===== src/rtl/a1_pkg.sv =====
// Shared types and widths for the A1 pixel-pointer stepper.
package a1_pkg;

    localparam int A1_PTR_W = 16;
    localparam int A1_WIN_W = 15;

    typedef enum logic [1:0] {
        IDLE,
        INNER,
        OUTER,
        DONE
    } a1_state_e;

endpackage


===== src/rtl/a1_win_check.sv =====
// Combinational window test: negative or beyond-size coordinates are outside.
module a1_win_check
    import a1_pkg::*;
(
    input  logic [A1_PTR_W-1:0] x_i,
    input  logic [A1_PTR_W-1:0] y_i,
    input  logic [A1_WIN_W-1:0] win_x_i,
    input  logic [A1_WIN_W-1:0] win_y_i,
    output logic                outside_o
);

    assign outside_o = x_i[A1_PTR_W-1]
                     | (x_i[A1_WIN_W-1:0] >= win_x_i)
                     | y_i[A1_PTR_W-1]
                     | (y_i[A1_WIN_W-1:0] >= win_y_i);

endmodule


===== src/rtl/a1_stepper.sv =====
// A1 pointer stepper: walks an inner x outer pixel loop, one address per handshake.
module a1_stepper
    import a1_pkg::*;
(
    input  logic                sys_clk,
    input  logic                resetl,
    input  logic                start,
    input  logic                abort,
    input  logic [A1_PTR_W-1:0] a1_x_init,
    input  logic [A1_PTR_W-1:0] a1_y_init,
    input  logic [A1_PTR_W-1:0] a1_inc_x,
    input  logic [A1_PTR_W-1:0] a1_inc_y,
    input  logic [A1_PTR_W-1:0] a1_step_x,
    input  logic [A1_PTR_W-1:0] a1_step_y,
    input  logic [A1_PTR_W-1:0] inner_cnt,
    input  logic [A1_PTR_W-1:0] outer_cnt,
    input  logic [A1_WIN_W-1:0] a1_win_x,
    input  logic [A1_WIN_W-1:0] a1_win_y,
    input  logic                pix_ready,
    output logic                pix_valid,
    output logic [A1_PTR_W-1:0] pix_x,
    output logic [A1_PTR_W-1:0] pix_y,
    output logic                pix_outside,
    output logic                busy,
    output logic                done
);

    a1_state_e           state_q, state_d;
    logic [A1_PTR_W-1:0] x_q, x_d, y_q, y_d;
    logic [A1_PTR_W-1:0] inc_x_q, inc_x_d, inc_y_q, inc_y_d;
    logic [A1_PTR_W-1:0] step_x_q, step_x_d, step_y_q, step_y_d;
    logic [A1_PTR_W-1:0] inner_cnt_q, inner_cnt_d;
    logic [A1_PTR_W-1:0] inner_rem_q, inner_rem_d;
    logic [A1_PTR_W-1:0] outer_rem_q, outer_rem_d;
    logic [A1_WIN_W-1:0] win_x_q, win_x_d, win_y_q, win_y_d;
    logic                outside;

    a1_win_check u_win (
        .x_i       (x_q),
        .y_i       (y_q),
        .win_x_i   (win_x_q),
        .win_y_i   (win_y_q),
        .outside_o (outside)
    );

    always_comb begin
        state_d     = state_q;
        x_d         = x_q;
        y_d         = y_q;
        inc_x_d     = inc_x_q;
        inc_y_d     = inc_y_q;
        step_x_d    = step_x_q;
        step_y_d    = step_y_q;
        inner_cnt_d = inner_cnt_q;
        inner_rem_d = inner_rem_q;
        outer_rem_d = outer_rem_q;
        win_x_d     = win_x_q;
        win_y_d     = win_y_q;
        if (abort) begin
            state_d = IDLE;
        end else begin
            unique case (state_q)
                IDLE: begin
                    if (start) begin
                        x_d         = a1_x_init;
                        y_d         = a1_y_init;
                        inc_x_d     = a1_inc_x;
                        inc_y_d     = a1_inc_y;
                        step_x_d    = a1_step_x;
                        step_y_d    = a1_step_y;
                        inner_cnt_d = inner_cnt;
                        inner_rem_d = inner_cnt;
                        outer_rem_d = outer_cnt;
                        win_x_d     = a1_win_x;
                        win_y_d     = a1_win_y;
                        if (inner_cnt == '0 || outer_cnt == '0) begin
                            state_d = DONE;
                        end else begin
                            state_d = INNER;
                        end
                    end
                end
                INNER: begin
                    if (pix_ready) begin
                        if (inner_rem_q > 16'd1) begin
                            x_d         = x_q + inc_x_q;
                            y_d         = y_q + inc_y_q;
                            inner_rem_d = inner_rem_q - 16'd1;
                        end else if (outer_rem_q > 16'd1) begin
                            state_d = OUTER;
                        end else begin
                            state_d = DONE;
                        end
                    end
                end
                // Line step is applied to the last pixel of the finished line.
                OUTER: begin
                    x_d         = x_q + step_x_q;
                    y_d         = y_q + step_y_q;
                    inner_rem_d = inner_cnt_q;
                    outer_rem_d = outer_rem_q - 16'd1;
                    state_d     = INNER;
                end
                DONE: begin
                    state_d = IDLE;
                end
                default: begin
                    state_d = IDLE;
                end
            endcase
        end
    end

    always_ff @(posedge sys_clk or negedge resetl) begin
        if (!resetl) begin
            state_q     <= IDLE;
            x_q         <= '0;
            y_q         <= '0;
            inc_x_q     <= '0;
            inc_y_q     <= '0;
            step_x_q    <= '0;
            step_y_q    <= '0;
            inner_cnt_q <= '0;
            inner_rem_q <= '0;
            outer_rem_q <= '0;
            win_x_q     <= '0;
            win_y_q     <= '0;
        end else begin
            state_q     <= state_d;
            x_q         <= x_d;
            y_q         <= y_d;
            inc_x_q     <= inc_x_d;
            inc_y_q     <= inc_y_d;
            step_x_q    <= step_x_d;
            step_y_q    <= step_y_d;
            inner_cnt_q <= inner_cnt_d;
            inner_rem_q <= inner_rem_d;
            outer_rem_q <= outer_rem_d;
            win_x_q     <= win_x_d;
            win_y_q     <= win_y_d;
        end
    end

    // Flag is qualified by valid so an idle block with a zero window reads 0.
    assign pix_valid   = (state_q == INNER);
    assign pix_outside = outside & pix_valid;
    assign pix_x       = x_q;
    assign pix_y       = y_q;
    assign busy        = (state_q != IDLE);
    assign done        = (state_q == DONE);

endmodule

===== config.mk =====
export PLATFORM = sky130hd
export DESIGN_NAME = a1_stepper
export DESIGN_NICKNAME = d
export VERILOG_FILES = /design/src/rtl/a1_pkg.sv /design/src/rtl/a1_win_check.sv /design/src/rtl/a1_stepper.sv
export SDC_FILE = /design/constraint.sdc
export NUM_CORES = 1
export LEC_CHECK = 0
export CORE_MARGIN = 2
export CORE_UTILIZATION = 46
export DETAILED_ROUTE_END_ITERATION = 12
export DONT_BUFFER_PORTS = 1
export GPL_ROUTABILITY_DRIVEN = 0
export PLACE_DENSITY = 0.64
export SETUP_SLACK_MARGIN = 0.15
export SYNTH_ARGS = -nofsm -noshare
export SYNTH_HDL_FRONTEND = slang
export SYNTH_HIERARCHICAL = 1
export SYNTH_SLANG_ARGS = --single-unit

===== constraint.sdc =====
create_clock -name sys_clk -period 5.1 [get_ports sys_clk]
set_clock_uncertainty 0.15 [all_clocks]
set_input_delay 0.765 -clock sys_clk [delete_from_list [all_inputs] [get_ports sys_clk]]
set_output_delay 0.765 -clock sys_clk [all_outputs]
set_load 0.01 [all_outputs]

After elaboration in Yosys (flattened, before gate mapping)

Index checks and enable logic that the tools add are counted.

Register bits after elaboration: 176
Output and inout port bits: 36
Word-level logic and storage cells: 68
Input port bits: 163

Magnitude comparators: 4
Bitwise operators: 5
Reduce and logical (&&, ||, !) cells: 11
Equality and inequality tests: 9
Add/sub/neg operators: 6
Muxes and demuxes: 21

Operators by type and width:

| cell                    | count |
|---|---|
| $mux W16                | 10 |
| $pmux W16 S3            | 3 |
| $add A16 B16 Y16        | 4 |
| $gt A16 B1 Y1 const B   | 2 |
| $logic_not A16 Y1       | 2 |
| $pmux W16 S2            | 1 |
| $sub A16 B1 Y16 const B | 2 |
| $ge A15 B15 Y1          | 2 |
| $mux W2                 | 5 |
| $ne A3 B3 Y1 const B    | 3 |
| $reduce_and A3 Y1       | 3 |
| $pmux W2 S4             | 1 |
| $reduce_and A5 Y1       | 1 |
| $eq A2 B2 Y1 const B    | 2 |
| $ne A2 B2 Y1 const B    | 2 |
| $reduce_bool A2 Y1      | 2 |
| $or A1 B1 Y1            | 3 |
| $reduce_bool A3 Y1      | 1 |
| $eq A2 B1 Y1 const B    | 1 |
| $logic_not A2 Y1        | 1 |
| $ne A2 B1 Y1 const B    | 1 |
| $and A1 B1 Y1           | 1 |
| $logic_or A1 B1 Y1      | 1 |
| $mux W1                 | 1 |
| $not A1 Y1              | 1 |

Depth between registers and ports, before layout

Gate-level depths: netlist of run 1.

Depth in word-level cells: 6
Gate-level depth with buffers: 15
Gate-level depth less buffers: 12

Cells and area by module

The synthesis of run 1 kept the hierarchy.

By module, submodules not included:

| module       | instances | cells each | area an instance (um^2) | sequential area each (um^2) |
|---|---|---|---|---|
| a1_stepper   | 1         | 903        | 9590.4                  | 4404.2 |
| a1_win_check | 1         | 104        | 730.7                   | 0.0 |

Least setup slack after synthesis of run 1

Ideal clock, no wire load.

Path kind: flip-flop to flip-flop
Start: register state_q[0]
End: register x_q[14], in the netlist pix_x[14]
Setup slack: 1027 ps
Required time: 4822 ps
Arrival time: 3796 ps
Stages on the path, launching flop included: 16
Buffers on the path: 3
Clock period less this slack: 4073 ps
Library setup time: 128 ps
Cells stage by stage: dfrtp_1 -> inv_1 -> ha_1 -> clkbuf_1 -> clkbuf_1 -> clkbuf_1 -> mux2_2 -> ha_1 -> fa_1 -> a21o_1 -> a21oi_1 -> o21a_1 -> o21ai_0 -> a221oi_1 -> xor2_1 -> o22ai_1

Cells in the longest elaborated chain, start to end: 3
Elaborated cells between the ends (all ways): 9
Classes of those cells: eq/ne: 5; mux: 1; reduce/logical: 3

RTL lines:

| what                                                        | line              | RTL |
|---|---|---|
| start: declaration                                          | a1_stepper.sv:28  | `a1_state_e state_q, state_d;` |
| start signal: assignment                                    | a1_stepper.sv:129 | `state_q <= state_d;` |
| $eq A2 B1 Y1, or another cell as far along                  | a1_stepper.sv:62  | `unique case (state_q)` |
| $ne A2 B1 Y1 (no source line), or another cell as far along | -                 |  |
| $reduce_and A5 Y1 (no source line)                          | -                 |  |
| end signal: assignment                                      | a1_stepper.sv:117 | `x_q <= '0;` |
| end signal: assignment                                      | a1_stepper.sv:130 | `x_q <= x_d;` |
| end: declaration                                            | a1_stepper.sv:29  | `logic [A1_PTR_W-1:0] x_q, x_d, y_q, y_d;` |

Several ways; a longest one is shown, not always the timed one.
A chain may end at the register's enable or synchronous reset.

Worst setup path after layout of run 1

Ends and elaborated chain as after synthesis.

==> impl_metrics.ini, run 1 <==
[sta]
unrepaired_setup_endpoints_after_global_routing = no
worst_hold_check_slack_ps = -124.3
report.final.setup_viol = 0
max_slew.worst_pin.slew_ps = 904.0
layout_min_cycle_time_ps = 3929
fin_crit_sh_pct = 77.04
hold_viol_final = 176
finalSetupTns_ps = 0
final_report_max_slew_violation_count = 0
max_slew_headroom_pct = 39.73
clock.fmax_mhz = 254.5

[floorplan]
pin_count = 199
floorplan.initialDensity_pct = 47.15
num_rows = 54
die_height_um = 153.8
die-width_um = 153.8
design.core.area_um2 = 21890
fp.dieArea_um2 = 23650

[synth]
net_count_synth = 1245
synth.yosys.seq_area_share_pct = 42.67
post_synth_num_cell_types = 60
synth_flop_cell = dfrtp_1
synth-edff-count = 0
synth_cells = 1007
synth-async-reset-ratio_pct = 100.0
yosys_warnings = 6
synthesis.area_um2 = 10320
synthesis.area_per_instance_um2 = 10.25
synthesized_flop_and_latch_total = 176

[route]
drt_initial_violations = 430
route.detailed.vias_per_inst = 5.943
detail_route.wirelength_um = 26120
avgRoutedWirePerCell_um = 20.31
drt_pre_antenna_iters = 5
total_via_count_after_detailed_routing = 7643
drc = 0
count_of_nets_left_with_antenna_violations_after_detail_routing = 0

[finish]
nets_finish = 1228
multiInputGateArea_um2 = 5578
register_area_um2 = 4404
layout-drive-gt1-share_pct = 19.34
final_area_um2 = 11210
layout.cells.most_common_list = 176 x dfrtp_1, 140 x mux2_2, 85 x o21ai_0, 76 x a21oi_1, 72 x nand2_1
mostFrequentLayoutCell = dfrtp_1
fillers = 1992
postLayoutCoreUtil_pct = 51.21
area_growth_pct = 8.607

[cts]
clk_pin_slew_ps = 70
tritoncts_num_sinks = 176
cts_root_buf = clkbuf_16
post_cts_resize_count = 0
clk_path_buf_depth = 2
insertion_delay_ps = 430
postCtsSetupRepairBufs = 0
htree_levels = 4
tritoncts_clock_tree = built
cts_inserted_buffers = 17

[setup_path]
critical_path.startpoint_type = flop
arrival_ps = 4090
critical_path_required_ps = 5260
timing.critical_path.fanout_max = 16
worstSetupEndpointType = flop
timing_worst_setup_path_type = flop to flop

[outcome]
violations = hold timing
status = finished, violations left

[global_route]
grt_start_max_net_pins = 177
grt_pass1_vias = 7500
antenna_found_initial = 4
grtUsageTotal_pct = 21.96
grt-ovfl-total = 0
grt_pass1_wl_um = 40940

[pwr]
leakage_nw = 4.854
ir_worst_vdd_uv = 313.1
power.density_nw_per_um2 = 757.2

[job]
drv.max_cap_violation_count = 0

[place]
dp_hpwl_um = 18680
dpl-instance-area_um2 = 10600
io_buffer_count = 0

[hold_path]
hold_class = input port to asynchronous set/reset pin
-- cell usage after synthesis, types with 2 or more instances --
| cell | n | share of area (%) |
|---|---|---|
| a211oi_1 | 6 | 0.44 |
| a21o_1 | 13 | 0.95 |
| a21oi_1 | 76 | 3.7 |
| a221o_1 | 8 | 0.78 |
| a221oi_1 | 7 | 0.59 |
| a22oi_1 | 2 | 0.15 |
| a311oi_1 | 5 | 0.42 |
| a31o_2 | 2 | 0.17 |
| a31oi_1 | 5 | 0.30 |
| and2_1 | 3 | 0.18 |
| and3_1 | 7 | 0.42 |
| buf_2 | 7 | 0.34 |
| clkbuf_1 | 35 | 1.3 |
| clkbuf_2 | 2 | 0.097 |
| dfrtp_1 | 176 | 43 |
| fa_1 | 2 | 0.39 |
| ha_1 | 73 | 8.8 |
| inv_1 | 43 | 1.6 |
| mux2_2 | 140 | 15 |
| mux2i_1 | 17 | 1.6 |
| nand2_1 | 72 | 2.6 |
| nand2b_1 | 6 | 0.36 |
| nand3_1 | 28 | 1.4 |
| nand4_1 | 13 | 0.79 |
| nor2_1 | 53 | 1.9 |
| nor2b_1 | 3 | 0.18 |
| nor3_1 | 18 | 0.87 |
| nor4_1 | 13 | 0.79 |
| o21a_1 | 5 | 0.36 |
| o21ai_0 | 85 | 4.1 |
| o221ai_1 | 2 | 0.17 |
| o22ai_1 | 13 | 0.79 |
| o31ai_1 | 7 | 0.51 |
| or3_1 | 6 | 0.36 |
| xnor2_1 | 12 | 1.0 |
| xor2_1 | 18 | 1.5 |
-- cell type report --
cell class / count / share of cell area, %
antenna: 3 / 0.06697
clock buffer: 17 / 3.795
clock inverter: 15 / 1.596
inverter: 44 / 1.473
multi-input combinational: 741 / 49.76
sequential: 176 / 39.29
tap: 280 / 3.125
timing repair buffer: 10 / 0.8930
-- routing by layer --
metal  share of wire, %  vias up  track usage (%)
met5                  0        -                0
met4                1.8        0            6.728
met3                7.0       31            6.990
met2                 48      188            36.13
met1                 43     3768            27.73
li1                   -     3656                -
-- sequential cells by signal, indices dropped and copies added (netlist names) --
| name | flops |
|---|---|
| state_q | 2 |
| win_y_q | 15 |
| inner_cnt_q | 16 |
| pix_y | 16 |
| inc_x_q | 16 |
| step_x_q | 16 |
| inner_rem_q | 16 |
| pix_x | 16 |
| outer_rem_q | 16 |
| step_y_q | 16 |
| win_x_q | 15 |
| inc_y_q | 16 |
-- kinds of logic (layout without fill, tap and decap cells) --
group | count (synthesis) | count (layout) | share of synthesized area (%)
adders and majority gates | 75 | 75 | 9.238
other | 0 | 3 | 0
and+or+nand+nor | 229 | 229 | 10.53
AOI/OAI and AO/OA | 250 | 250 | 14.67
buffers and inverters | 90 | 86 | 3.419
muxes | 157 | 157 | 16.92
xor gates and xnor gates | 30 | 30 | 2.546
DFF | 176 | 176 | 42.67
-- path summary, 6_finish.rpt --
kind                                  from              end  slack, ps  cells after the start
max in group asynchronous           resetl      step_x_q[1]       4660                      0
setup reg to reg                state_q[0]        pix_x[14]       1170                     12
min in group sys_clk                 abort       state_q[0]        240                      1
hold / removal                      resetl   outer_rem_q[9]       -120                      0
hold reg to reg            inner_rem_q[13]  inner_rem_q[13]        350                      2
setup / recovery                state_q[0]        pix_x[14]       1170                     12
-- worst max-delay path: stages, from the launching register on --
cell and delay [ps]:
dfrtp_1 450, inv_1 160, ha_2 500, mux2_2 390
ha_1 230, fa_1 420, a21o_1 180, a21oi_1 260
o21a_1 220, o21ai_0 210, a221oi_1 340, xor2_1 180
o22ai_1 90
-- stage by stage --
step | instances | hold slack, ps | power (mW) | setup WS [ps]
after floorplan | 1007 | 299.8 | 6.107 | 1027
after global placement | 1251 | 320.3 | 7.036 | 1263
after detailed placement | 1251 | 326.1 | 7.126 | 1183
after CTS | 1283 | -137.9 | 8.524 | 1149
after global routing | 1286 | -144.0 | 9.236 | 891.7
final | 1286 | -124.3 | 8.487 | 1171
-- power breakdown --
group | leakage [nW] | total, mW | internal (mW) | switching (mW)
registers | 2.09 | 2.79 | 2.10 | 0.683
logic | 2.48 | 4.33 | 2.02 | 2.31
clock network | 0.282 | 1.37 | 0.739 | 0.633
No activity file was read; power rests on OpenSTA's default activity.
==> inputs of run 2 (changes only) <==
--- a/config.mk
+++ b/config.mk
@@ -10,7 +10,7 @@
 export DETAILED_ROUTE_END_ITERATION = 12
 export DONT_BUFFER_PORTS = 1
 export GPL_ROUTABILITY_DRIVEN = 0
-export PLACE_DENSITY = 0.64
+export PLACE_DENSITY = 0.66
 export SETUP_SLACK_MARGIN = 0.15
 export SYNTH_ARGS = -nofsm -noshare
 export SYNTH_HDL_FRONTEND = slang
==> constraint.sdc (replaced) <==
create_clock -name sys_clk -period 3.5 [get_ports sys_clk]
set_clock_uncertainty 0.15 [all_clocks]
set_input_delay 0.525 -clock sys_clk [delete_from_list [all_inputs] [get_ports sys_clk]]
set_output_delay 0.525 -clock sys_clk [all_outputs]
set_load 0.01 [all_outputs]
==> run 2 against run 1 <==
Against the previous run:
- the flow still finishes with violations (hold timing)
- clock power is 49% higher
- fmax is 20% higher
- routed wire length is 1.5% higher
- highest routed layer unchanged
- power is 53% higher
- design area is 3.6% higher
- setup slack worse by 950 ps
- clock-buffer cell count is 1 higher
- utilization is 1.9 points higher
- die area stayed put
- register-to-register slack worse by 950 ps
==> impl_metrics.ini, run 2 (synthesis results as in run 1) <==
[floorplan]
die_height_um = 153.8
pin_count = 199
design.core.area_um2 = 21890
num_rows = 54
floorplan.initialDensity_pct = 47.15
fp.dieArea_um2 = 23650
die-width_um = 153.8

[route]
drt_initial_violations = 495
route.detailed.vias_per_inst = 5.898
avgRoutedWirePerCell_um = 20.25
drc = 0
count_of_nets_left_with_antenna_violations_after_detail_routing = 0
total_via_count_after_detailed_routing = 7720
detail_route.wirelength_um = 26500
drt_pre_antenna_iters = 5

[sta]
fin_crit_sh_pct = 93.78
layout_min_cycle_time_ps = 3282
clock.fmax_mhz = 304.7
final_report_max_slew_violation_count = 0
hold_viol_final = 176
max_slew.worst_pin.slew_ps = 837.7
unrepaired_setup_endpoints_after_global_routing = yes
max_slew_headroom_pct = 43.98
worst_hold_check_slack_ps = -374.1
report.final.setup_viol = 0
finalSetupTns_ps = 0

[global_route]
grt_pass1_vias = 7568
grt-ovfl-total = 0
grt_pass1_wl_um = 41300
grtUsageTotal_pct = 22.09
grt_start_max_net_pins = 177
antenna_found_initial = 2

[finish]
postLayoutCoreUtil_pct = 53.07
layout.cells.most_common_list = 175 x dfrtp_1, 139 x mux2_2, 79 x o21ai_0, 72 x nand2_1, 72 x a21oi_1
layout-drive-gt1-share_pct = 24.12
multiInputGateArea_um2 = 5749
fillers = 1984
area_growth_pct = 12.56
mostFrequentLayoutCell = dfrtp_1
register_area_um2 = 4405
nets_finish = 1253

[outcome]
violations = hold timing
status = finished, violations left

[cts]
tritoncts_num_sinks = 176
cts_root_buf = clkbuf_16
tritoncts_clock_tree = built
insertion_delay_ps = 430
cts_inserted_buffers = 17
clk_pin_slew_ps = 80
clk_path_buf_depth = 2
htree_levels = 4

[setup_path]
arrival_ps = 3500
timing_worst_setup_path_type = flop to flop
worstSetupEndpointType = flop
timing.critical_path.fanout_max = 6
critical_path_required_ps = 3720
critical_path.startpoint_type = flop

[pwr]
fin_total_pwr_mw = 13.03
power.density_nw_per_um2 = 1121
internal_power_mw = 7.520
power.share.clock_pct = 15.6
power_switching_mw = 5.507
combinational_fraction_of_design_power_pct = 53.3
seq_power_share_pct = 31.1
ir_worst_vdd_uv = 461.7
leakage_nw = 5.015
power_switching_share_pct = 42.27

[place]
dp_hpwl_um = 19110
io_buffer_count = 0

[job]
drv.max_cap_violation_count = 0

[hold_path]
hold_class = input port to asynchronous set/reset pin
## run 2: cell types whose count changed in the layout (fill, tap and decap cells not counted), sizes merged
cell	before	now
clkbuf	17	20
buf	10	32
bufinv	2	3
inv	48	49
clkinvlp	4	1
dlygate4sd3	0	1
diode	3	1
## run 2: cell type report
type	instances	share of cell area [%]
diodes	1	0.02154
flip-flops and latches	176	37.92
inverters	44	1.422
multi-input cells	741	49.49
clock inverters	14	1.519
clock buffers	18	3.780
repair buffers	35	2.833
well taps	280	3.016
## run 2: critical path, stage by stage, from the launching register on
cell and delay [ps]:
dfrtp_1 390, inv_2 100, ha_4 220, buf_12 140
buf_4 110, mux2_2 320, ha_1 350, a21o_1 210
a21o_1 200, a21o_1 190, or3_1 370, a2111o_1 380
nand3_1 80
## run 2: timing repair
action | 4_1_cts | 5_1_grt
endpoints found under the hold margin | 176 | 177
gates resized for setup | 3 | 29
setup endpoints to repair | 4 | 11
setup buffers | 0 | 12
gates cloned | 0 | 2
pin swaps | 0 | 14
## run 2: path summary, 6_finish.rpt
| kind | to | cells after the start | start | slack [ps] |
|---|---|---|---|---|
| min in group sys_clk | state_q[1] | 1 | abort | 20 |
| max in group asynchronous | step_x_q[0] | 0 | resetl | 3340 |
| worst max-delay path | pix_y[15] | 12 | state_q[0] | 220 |
| worst min register to register | step_y_q[12] | 1 | step_y_q[12] | 350 |
| worst min-delay path | outer_rem_q[7] | 0 | resetl | -370 |
| worst max register to register | pix_y[15] | 12 | state_q[0] | 220 |
## run 2: stage by stage
stage | cell area [um2] | hold slack, ps | cells | setup WS (ps)
after floorplan | 10400 | 79.41 | 1007 | 94.24
after global placement | 10710 | 83.99 | 1261 | 159.0
after detailed placement | 10710 | 84.55 | 1261 | 95.22
after CTS | 11350 | -384.1 | 1293 | 173.1
after global routing | 11620 | -398.1 | 1309 | 92.70
final | 11620 | -374.1 | 1309 | 217.6
## run 2: power by group through the flow
stage	clock network, mW	registers (mW)	logic (mW)
6_report	2.04	4.05	6.94
5_1_grt	2.15	4.20	7.78
3_3_place_gp	0	4.05	6.33
4_1_cts	2.07	4.04	6.57
3_5_place_dp	0	4.07	6.47
2_1_floorplan	0	3.75	5.24
## run 2: routing by layer
layer	up-vias	global-route usage, %	wire length [um]
met4	0	4.675	197
met5	-	0	0
met3	14	6.201	1717
met2	203	36.19	12990
li1	3702	-	-
met1	3801	29.41	11590
==> inputs of run 3 (changes only) <==
--- a/config.mk
+++ b/config.mk
@@ -6,11 +6,11 @@
 export NUM_CORES = 1
 export LEC_CHECK = 0
 export CORE_MARGIN = 2
-export CORE_UTILIZATION = 46
+export CORE_UTILIZATION = 55
 export DETAILED_ROUTE_END_ITERATION = 12
 export DONT_BUFFER_PORTS = 1
 export GPL_ROUTABILITY_DRIVEN = 0
-export PLACE_DENSITY = 0.66
+export PLACE_DENSITY = 0.76
 export SETUP_SLACK_MARGIN = 0.15
 export SYNTH_ARGS = -nofsm -noshare
 export SYNTH_HDL_FRONTEND = slang
==> run 3 against run 2 <==
Against the previous run:
- the run still ends with hold timing left
- power fell by 1.2%
- largest cell class unchanged
- sequential power is essentially flat
- flip-flop and latch count unchanged
- utilization up 8.6 points
- clock-buffer cell count up 4
- largest power group unchanged
- hold slack better by 11 ps
- global-route usage rose by 3.6 points
- routed wire length down 3.5%
- fmax about the same
- critical path depth decreased by 5
- first-iteration DRC count down 0.81%
==> impl_metrics.ini, run 3 (synthesis results as in run 1) <==
[outcome]
status = finished, violations left
violations = hold timing

[finish]
final_area_um2 = 11450
register_area_um2 = 4405
nets_finish = 1246
layout.cells.most_common_list = 175 x dfrtp_1, 140 x mux2_2, 78 x o21ai_0, 72 x nand2_1, 72 x a21oi_1
area_growth_pct = 10.96
multiInputGateArea_um2 = 5709
fillers = 1452
layout-drive-gt1-share_pct = 22.87
mostFrequentLayoutCell = dfrtp_1

[setup_path]
critical_path.max_stage_delay_ps = 590
critical_path.startpoint_type = flop
timing.critical_path.fanout_max = 5
cp_cell_sequence = ha_1 -> or4_1 -> a21oi_1 -> o21ai_1 -> a2111oi_2 -> nand3_1 -> and2_4
arrival_ps = 2610
worstSetupEndpointType = primary output
worstSetupPathDepth = 7
slowest_stage = or4_1
worst_r2r_startpoint = state_q[0]
reg2reg_slack_ps = 230
worstSetupStartpoint = pix_x[14]
critPathBufInv = 0
timing_worst_setup_path_type = flop to primary output
critical_path_required_ps = 2820
worstRegToRegCells = 13
reg2reg_to = pix_y[12]
worst_setup_path_endpoint = pix_outside
cp_top_family = simple AND/OR/NAND/NOR gates

[pwr]
leakage_nw = 4.959
ir_worst_vdd_uv = 539.4
power.density_nw_per_um2 = 1124
fin_total_pwr_mw = 12.87

[cts]
cts_root_buf = clkbuf_16
tritoncts_num_sinks = 176
cts_inserted_buffers = 17
clk_pin_slew_ps = 60
post_cts_hold_fix_bufs = 1
htree_levels = 4
insertion_delay_ps = 440
tritoncts_clock_tree = built
clk_path_buf_depth = 2

[sta]
final_report_max_slew_violation_count = 0
report.final.setup_viol = 0
max_slew_headroom_pct = 47.11
unrepaired_setup_endpoints_after_global_routing = yes
max_slew.worst_pin.slew_ps = 791.0
layout_min_cycle_time_ps = 3281
fin_crit_sh_pct = 93.76
worst_hold_check_slack_ps = -363.6
final.setup.worst_slack_ps = 218.5
hold_viol_final = 176
finalSetupTns_ps = 0
clock.fmax_mhz = 304.7

[floorplan]
floorplan.initialDensity_pct = 55.55
pin_count = 199
die_height_um = 141.0
die-width_um = 141.0
fp.dieArea_um2 = 19880
num_rows = 50
design.core.area_um2 = 18580

[global_route]
grt_pass1_vias = 7577
antenna_found_initial = 6
grt_start_max_net_pins = 177
grt_pass1_wl_um = 40010
grt-ovfl-total = 0
grtUsageTotal_pct = 25.71

[route]
route.detailed.vias_per_inst = 6.183
avgRoutedWirePerCell_um = 20.34
count_of_nets_left_with_antenna_violations_after_detail_routing = 0
drt_initial_violations = 491
drt_pre_antenna_iters = 5
detail_route.wirelength_um = 25560
total_via_count_after_detailed_routing = 7772
drc = 0

[place]
dpl-instance-area_um2 = 10640
io_buffer_count = 0
dp_hpwl_um = 18180
post-place-ws_ps = 181.5

[job]
drv.max_cap_violation_count = 0

[hold_path]
hold_class = input port to asynchronous set/reset pin
-- run 3: cell types whose count changed in the layout (fill, tap and decap cells not counted), sizes merged --
| cell | delta |
|---|---|
| buf | -6 |
| inv | -4 |
| clkbuf | +3 |
| diode | +3 |
| clkinv | -1 |
| clkinvlp | -1 |
-- run 3: what timing repair did --
item                                    CTS  global route
pin swaps                                 0            11
hold endpoints to repair                178           176
buffers inserted                          0             9
gates cloned                              0             1
endpoints found under the setup margin    1            11
gates resized for setup                   1            26
-- run 3: worst min path at each step --
stage / slack (ps) / startpoint / to
after floorplan: 80 / resetl / inc_x_q[0]
after global placement: 80 / resetl / outer_rem_q[8]
after detailed placement: 90 / resetl / outer_rem_q[9]
after CTS: -390 / resetl / outer_rem_q[6]
after global routing: -390 / resetl / outer_rem_q[7]
final: -360 / resetl / outer_rem_q[9]
-- run 3: stage by stage --
| stage | util, % | hold slack, ps | std cells |
|---|---|---|---|
| floorplan | - | 79.41 | 1007 |
| global placement | 57.27 | 83.49 | 1212 |
| detailed placement | 57.27 | 85.72 | 1212 |
| CTS | 60.53 | -389.5 | 1243 |
| global route | 61.61 | -392.2 | 1255 |
| finish | 61.64 | -363.6 | 1257 |
-- run 3: metal layers --
| layer | routed length, um | global-route usage, % | vias up |
|---|---|---|---|
| li1 | - | - | 3687 |
| met1 | 10530 | 32.56 | 3769 |
| met2 | 12310 | 41.98 | 275 |
| met3 | 2252 | 9.341 | 37 |
| met4 | 443 | 6.895 | 4 |
| met5 | 24 | 0 | - |
-- run 3: layout make-up --
class	instances	area share [%]
clock inverters	8	1.136
flip-flops and latches	176	38.47
repair buffers	28	2.404
diodes	4	0.08740
well taps	234	2.557
multi-input cells	741	49.85
clock buffers	22	4.053
inverters	44	1.442
-- run 3: where the power goes --
part / leakage, nW / internal (mW) / switching, mW / total, mW
registers: 2.09 / 3.07 / 1.01 / 4.07
logic: 2.58 / 3.23 / 3.60 / 6.83
clock network: 0.291 / 1.16 / 0.810 / 1.97
